`config.mk`:
```
export PLATFORM = sky130hd
export DESIGN_NAME = qutrit_op_scheduler
export DESIGN_NICKNAME = d
export VERILOG_FILES = /design/src/rtl/qutrit_op_scheduler.sv
export SDC_FILE = /design/constraint.sdc
export NUM_CORES = 1
export LEC_CHECK = 0
export CAP_MARGIN = 40
export CORE_MARGIN = 10
export CORE_UTILIZATION = 30
export CTS_CLUSTER_SIZE = 20
export DETAILED_ROUTE_END_ITERATION = 16
export PLACE_DENSITY = 0.67
export RECOVER_POWER = 50
export SLEW_MARGIN = 20
export SYNTH_ARGS = -nofsm -noshare
export SYNTH_HDL_FRONTEND = slang
export SYNTH_SLANG_ARGS = --single-unit
```
`constraint.sdc`:
```
create_clock -name clk -period 3 [get_ports clk]
set_input_delay 0.6 -clock clk [delete_from_list [all_inputs] [get_ports clk]]
set_output_delay 0.6 -clock clk [all_outputs]
set_load 0.005 [all_outputs]
```
`src/rtl/qutrit_op_scheduler.sv`:
```
// Round-robin job scheduler sharing one qutrit_core rotation datapath.
// Grants a requester, drives q_op/h_input for rep cycles, waits SETTLE cycles, then reports.
module qutrit_op_scheduler #(
    parameter int NUM_REQ = 4,
    parameter int REP_W   = 4,
    parameter int SETTLE  = 2
) (
    input  logic                       clk,
    input  logic                       reset,
    input  logic [NUM_REQ-1:0]         req_valid,
    output logic [NUM_REQ-1:0]         req_ready,
    input  logic [4*NUM_REQ-1:0]       req_op,
    input  logic [32*NUM_REQ-1:0]      req_h,
    input  logic [REP_W*NUM_REQ-1:0]   req_rep,
    input  logic                       resonance_active,
    output logic [3:0]                 core_q_op,
    output logic [31:0]                core_h_input,
    output logic                       busy,
    output logic                       done,
    output logic [$clog2(NUM_REQ)-1:0] done_id,
    output logic                       done_resonance,
    output logic                       done_err
);
    localparam int ID_W  = $clog2(NUM_REQ);
    localparam int SET_W = $clog2(SETTLE + 1);
    localparam int CNT_W = (REP_W > SET_W) ? REP_W : SET_W;
    localparam logic [ID_W:0] NREQ = (ID_W + 1)'(NUM_REQ);

    typedef enum logic [1:0] {ST_IDLE, ST_ISSUE, ST_SETTLE, ST_REPORT_ERR} state_t;

    state_t            state_reg, state_next;
    logic [CNT_W-1:0]  cnt_reg, cnt_next;
    logic [3:0]        q_op_reg, q_op_next;
    logic [31:0]       h_reg, h_next;
    logic [ID_W-1:0]   job_id_reg, job_id_next;
    logic [ID_W-1:0]   last_grant_reg, last_grant_next;
    logic              done_reg, done_next;
    logic [ID_W-1:0]   done_id_reg, done_id_next;
    logic              done_res_reg, done_res_next;
    logic              done_err_reg, done_err_next;

    logic [3:0]        op_arr  [NUM_REQ];
    logic [31:0]       h_arr   [NUM_REQ];
    logic [REP_W-1:0]  rep_arr [NUM_REQ];

    genvar gi;
    generate
        for (gi = 0; gi < NUM_REQ; gi++) begin : g_unpack
            assign op_arr[gi]  = req_op[4*gi +: 4];
            assign h_arr[gi]   = req_h[32*gi +: 32];
            assign rep_arr[gi] = req_rep[REP_W*gi +: REP_W];
        end
    endgenerate

    // Rotating priority: first valid requester after the last one granted.
    logic [ID_W-1:0] sel;
    logic            found;
    logic [ID_W:0]   cand;
    always_comb begin
        sel   = '0;
        found = 1'b0;
        cand  = '0;
        for (int k = 1; k <= NUM_REQ; k++) begin
            cand = {1'b0, last_grant_reg} + k[ID_W:0];
            if (cand >= NREQ) cand = cand - NREQ;
            if (!found && req_valid[cand[ID_W-1:0]]) begin
                found = 1'b1;
                sel   = cand[ID_W-1:0];
            end
        end
    end

    logic             grant;
    logic [3:0]       op_sel;
    logic [31:0]      h_sel;
    logic [REP_W-1:0] rep_sel;
    logic             op_legal;
    logic [CNT_W-1:0] rep_load;

    assign grant     = (state_reg == ST_IDLE) && found;
    assign req_ready = grant ? (NUM_REQ'(1) << sel) : '0;
    assign op_sel    = op_arr[sel];
    assign h_sel     = h_arr[sel];
    assign rep_sel   = rep_arr[sel];
    assign op_legal  = (op_sel == 4'b0001) || (op_sel == 4'b0010) || (op_sel == 4'b0100);
    assign rep_load  = (rep_sel == '0) ? CNT_W'(1) : CNT_W'(rep_sel);

    always_comb begin
        state_next      = state_reg;
        cnt_next        = cnt_reg;
        q_op_next       = q_op_reg;
        h_next          = h_reg;
        job_id_next     = job_id_reg;
        last_grant_next = last_grant_reg;
        done_next       = 1'b0;
        done_id_next    = done_id_reg;
        done_res_next   = done_res_reg;
        done_err_next   = done_err_reg;
        case (state_reg)
            ST_IDLE: begin
                if (grant) begin
                    last_grant_next = sel;
                    job_id_next     = sel;
                    if (op_legal) begin
                        q_op_next  = op_sel;
                        h_next     = h_sel;
                        cnt_next   = rep_load;
                        state_next = ST_ISSUE;
                    end else begin
                        state_next = ST_REPORT_ERR;
                    end
                end
            end
            ST_ISSUE: begin
                if (cnt_reg <= CNT_W'(1)) begin
                    q_op_next  = 4'b0000;
                    h_next     = 32'h0;
                    cnt_next   = CNT_W'(SETTLE);
                    state_next = ST_SETTLE;
                end else begin
                    cnt_next = cnt_reg - CNT_W'(1);
                end
            end
            ST_SETTLE: begin
                if (cnt_reg <= CNT_W'(1)) begin
                    cnt_next      = '0;
                    done_next     = 1'b1;
                    done_id_next  = job_id_reg;
                    done_res_next = resonance_active;
                    done_err_next = 1'b0;
                    state_next    = ST_IDLE;
                end else begin
                    cnt_next = cnt_reg - CNT_W'(1);
                end
            end
            default: begin
                done_next     = 1'b1;
                done_id_next  = job_id_reg;
                done_res_next = 1'b0;
                done_err_next = 1'b1;
                state_next    = ST_IDLE;
            end
        endcase
    end

    always_ff @(posedge clk or posedge reset) begin
        if (reset) begin
            state_reg      <= ST_IDLE;
            cnt_reg        <= '0;
            q_op_reg       <= 4'b0000;
            h_reg          <= 32'h0;
            job_id_reg     <= '0;
            last_grant_reg <= ID_W'(NUM_REQ - 1);
            done_reg       <= 1'b0;
            done_id_reg    <= '0;
            done_res_reg   <= 1'b0;
            done_err_reg   <= 1'b0;
        end else begin
            state_reg      <= state_next;
            cnt_reg        <= cnt_next;
            q_op_reg       <= q_op_next;
            h_reg          <= h_next;
            job_id_reg     <= job_id_next;
            last_grant_reg <= last_grant_next;
            done_reg       <= done_next;
            done_id_reg    <= done_id_next;
            done_res_reg   <= done_res_next;
            done_err_reg   <= done_err_next;
        end
    end

    assign core_q_op      = q_op_reg;
    assign core_h_input   = h_reg;
    assign busy           = (state_reg != ST_IDLE);
    assign done           = done_reg;
    assign done_id        = done_id_reg;
    assign done_resonance = done_res_reg;
    assign done_err       = done_err_reg;
endmodule
```
==> impl_metrics.csv <==
group,metric,value,unit
worst_setup_path,end_kind,"primary output",
global_route,grt_pass1_wl,21.5,mm
power_and_ir_drop,max-vdd-ir-drop,0.000479,V
die,die_area,16500,sq um
yosys,synthTopCellsByCount,"dfrtp_1 (49), inv_1 (44), mux4_2 (33), o2bb2ai_1 (32), nand2_1 (31)",
yosys,synth-simple-area-share,0.109,
die,die_h,129,um
yosys,synth_seq_area_share,0.361,
worst_setup_path,start_kind,"input port",
sta,setup_viol,0,
die,rows,39,
yosys,ys_seq_elements,51,
power_and_ir_drop,p_per_area,874,nW/um^2
global_route,grt.total_usage,0.161,
layout,nets,753,
global_route,grt_max_degree,33,
yosys,synth_nets,503,
placement,place_area,6080,sq um
yosys,synth_top_family_by_area,"multiplexers",
global_route,grt_pass1_vias,3881,
yosys,synth_area_leaders,"dfrtp_1 (35%), mux4_2 (21%), o2bb2ai_1 (7.9%)",
layout,fill_cells,1017,
power_and_ir_drop,combPwrFrac,0.671,
layout,area_growth,83.9,%
power_and_ir_drop,p_leak,2.64,nW
yosys,syn_inst,330,
yosys,yosys.area.top_type,"dfrtp_1",
placement,numPortBuffers,212,
yosys,synth_edf_count,0,
yosys,synth_compound_area_frac,0.191,
die,start_util,0.309,
layout,diodes,0,
worst_setup_path,required,2400,ps
yosys,synthXorXnorAreaFrac,0.00248,
clock_network,clockBufferDepth,2,
job,maxCapViolCount,0,
detailed_routing,dr.pass1.iters,4,
die,die_x,129,um
clock_network,clk-insertion-delay-late,290,ps
sta,worst_pin_slew,1010,ps
sta,relSlewSlack,0.328,
yosys,synth_top_area_share,0.347,
power_and_ir_drop,power.share.clock,0.115,
global_route,antenna_found_initial,0,
detailed_routing,wl_met1,5.47,mm
clock_network,cts_made_buffers,5,
layout,largest_reg_flops,32,
yosys,synthAdderAreaFrac,0.0212,
sta,period_share,0.978,
detailed_routing,top_layer,"met4",
clock_network,clk_pin_slew,70,ps
detailed_routing,avgViaCountPerCell,5.06,
worst_setup_path,max_stage_delay,540,ps
run_status,status,"completed",
worst_setup_path,crit_arrival,2340,ps
power_and_ir_drop,p_seq_frac,0.215,
detailed_routing,drtAntennaViolNets,0,
detailed_routing,dr_wl_met3,1.10,mm
yosys,synthArstFlopShare,1.00,
yosys,ys_types,52,
clock_network,numClockSinks,51,
yosys,yosysWarnings,0,
layout,drive_gt1_frac,0.212,
clock_network,htreeDepth,2,
power_and_ir_drop,power_report.internal_total,3.53,mW
yosys,muxShareOfSynthArea,0.236,
worst_setup_path,crit_chain,"clkdlybuf4s50_1 -> buf_4 -> or4_1 -> nand2_2 -> buf_4 -> nor3_1 -> dlygate4sd2_1",
worst_setup_path,crit_fanout,4,
layout,final_cell_area,6510,sq um
worst_setup_path,cpMostUsedCell,"buf_4",
detailed_routing,detail_route.wl_per_cell,19.6,um
detailed_routing,dr_wl_met2,7.51,mm
die,core_area,11500,sq um
detailed_routing,vias,3660,
yosys,synth_ff_type,"dfrtp_1",
yosys,synth_most_common_cell,"dfrtp_1",
clock_network,cts_hold_buf,0,
global_route,overflow,0,
power_and_ir_drop,switchingPower,2.16,mW
worst_setup_path,cpMaxStageDelayCell,"or4_1",
worst_setup_path,path_class,"input port to primary output",
clock_network,cts_tree,"done",
placement,hpwlAfterDp,11.6,mm
sta,period_needed,2940,ps
sta,worst_slack,65.0,ps
sta,fin_skew,11.2,ps
sta,max_freq,341,MHz
detailed_routing,drcViolationCount,0,
clock_network,cts.root.buffer_cell,"clkbuf_16",
yosys,synth_area,3540,sq um
detailed_routing,drt_iter0_drc,162,
placement,place_ws,-413,ps
power_and_ir_drop,swShare,0.379,
power_and_ir_drop,power,5.69,mW
sta,hold_viol,0,
die,io_pins,213,
sta,maxSlewViolCount,0,
worst_hold_path,min_path_type,"flop to flop",
placement,routabilityCongestion,0.877,
yosys,syn_avg_cell_area,10.7,sq um
detailed_routing,routed_wl,14.2,mm
[path summary, 6_finish.rpt]
path                            cells after the start  slack, ps                           from                      endpoint
worst max-delay path                                7         60                   req_valid[2]                  req_ready[3]
worst min-delay path                                2        490      job_id_reg[1]$_DFFE_PP0P_     job_id_reg[1]$_DFFE_PP0P_
worst max register to register                     11        170  last_grant_reg[1]$_DFFE_PP1P_  core_h_input[22]$_DFFE_PP0P_
worst min register to register                      2        490      job_id_reg[1]$_DFFE_PP0P_     job_id_reg[1]$_DFFE_PP0P_
max in group asynchronous                           3        690                          reset  core_h_input[30]$_DFFE_PP0P_
min in group asynchronous                           2        990                          reset    done_resonance$_DFFE_PP0P_
[stage by stage]
stage,setup TNS [ps],cells,utilization,hold slack (ps)
2_1_floorplan,0,330,-,446
3_3_place_gp,-11820,704,0.530,462
3_5_place_dp,-15570,704,0.530,476
4_1_cts,0,718,0.553,492
5_1_grt,-47.2,724,0.567,513
6_report,0,724,0.567,487
[kinds of logic (layout without fill, tap and decap cells)]
family	after synthesis	in the layout
compound gates	84	84
xor+xnor	1	1
fa+ha+maj	6	6
buf+inv	66	317
flops	51	51
mux	42	42
simple gates	80	80
[power by group through the flow]
stage / combinational (mW) / sequential (mW) / clock [mW]
finish: 3.82 / 1.22 / 0.654
CTS: 3.56 / 1.23 / 0.673
floorplan: 1.86 / 1.20 / 0
global route: 4.16 / 1.27 / 0.699
detailed placement: 3.37 / 1.23 / 0
global placement: 3.31 / 1.22 / 0
[worst max-delay path: cells and delay by family]
family                 cells  cell delay [ps]
buffers and inverters      4             1040
AND/OR/NAND/NOR            3              700
[layout make-up]
| class | instances | area, sq um | share of cell area |
|---|---|---|---|
| Sequential cell | 51 | 1280 | 0.197 |
| Clock buffer | 5 | 125 | 0.0192 |
| Tap cell | 143 | 179 | 0.0275 |
| Multi-Input combinational cell | 213 | 2090 | 0.321 |
| Timing Repair Buffer | 265 | 2630 | 0.403 |
| Clock inverter | 3 | 46.3 | 0.00711 |
| Inverter | 44 | 165 | 0.0254 |
[metal layers]
metal	global-route usage	up-vias
li1	-	1724
met1	0.178	1767
met2	0.303	157
met3	0.0452	12
met4	0.0255	0
met5	0	-
[timing repair]
action	4_1_cts	5_1_grt
buffers inserted	5	4
gates cloned	1	2
setup endpoints to repair	43	40
gates resized for setup	11	19
pin swaps	4	6
endpoints found under the hold margin	0	0
[cells in the final DEF, fill, tap and decap left out, types with 3 or more instances in the layout]
master	netlist	layout
a211oi_2	4	3
a21oi_1	9	8
buf_12	0	5
buf_4	7	41
clkbuf_16	0	7
clkdlybuf4s50_1	0	186
dfrtp_1	49	49
dlygate4sd2_1	0	6
dlygate4sd3_1	0	19
ha_1	6	6
inv_1	44	44
mux2i_1	7	7
mux4_2	33	33
nand2_1	31	30
nand2b_1	3	3
nand3_1	8	8
nor2_1	12	12
nor2b_1	3	3
nor3_1	9	9
o21ai_0	11	11
o21ai_1	3	3
o2bb2ai_1	32	31
No activity file was read; power rests on OpenSTA's default activity.
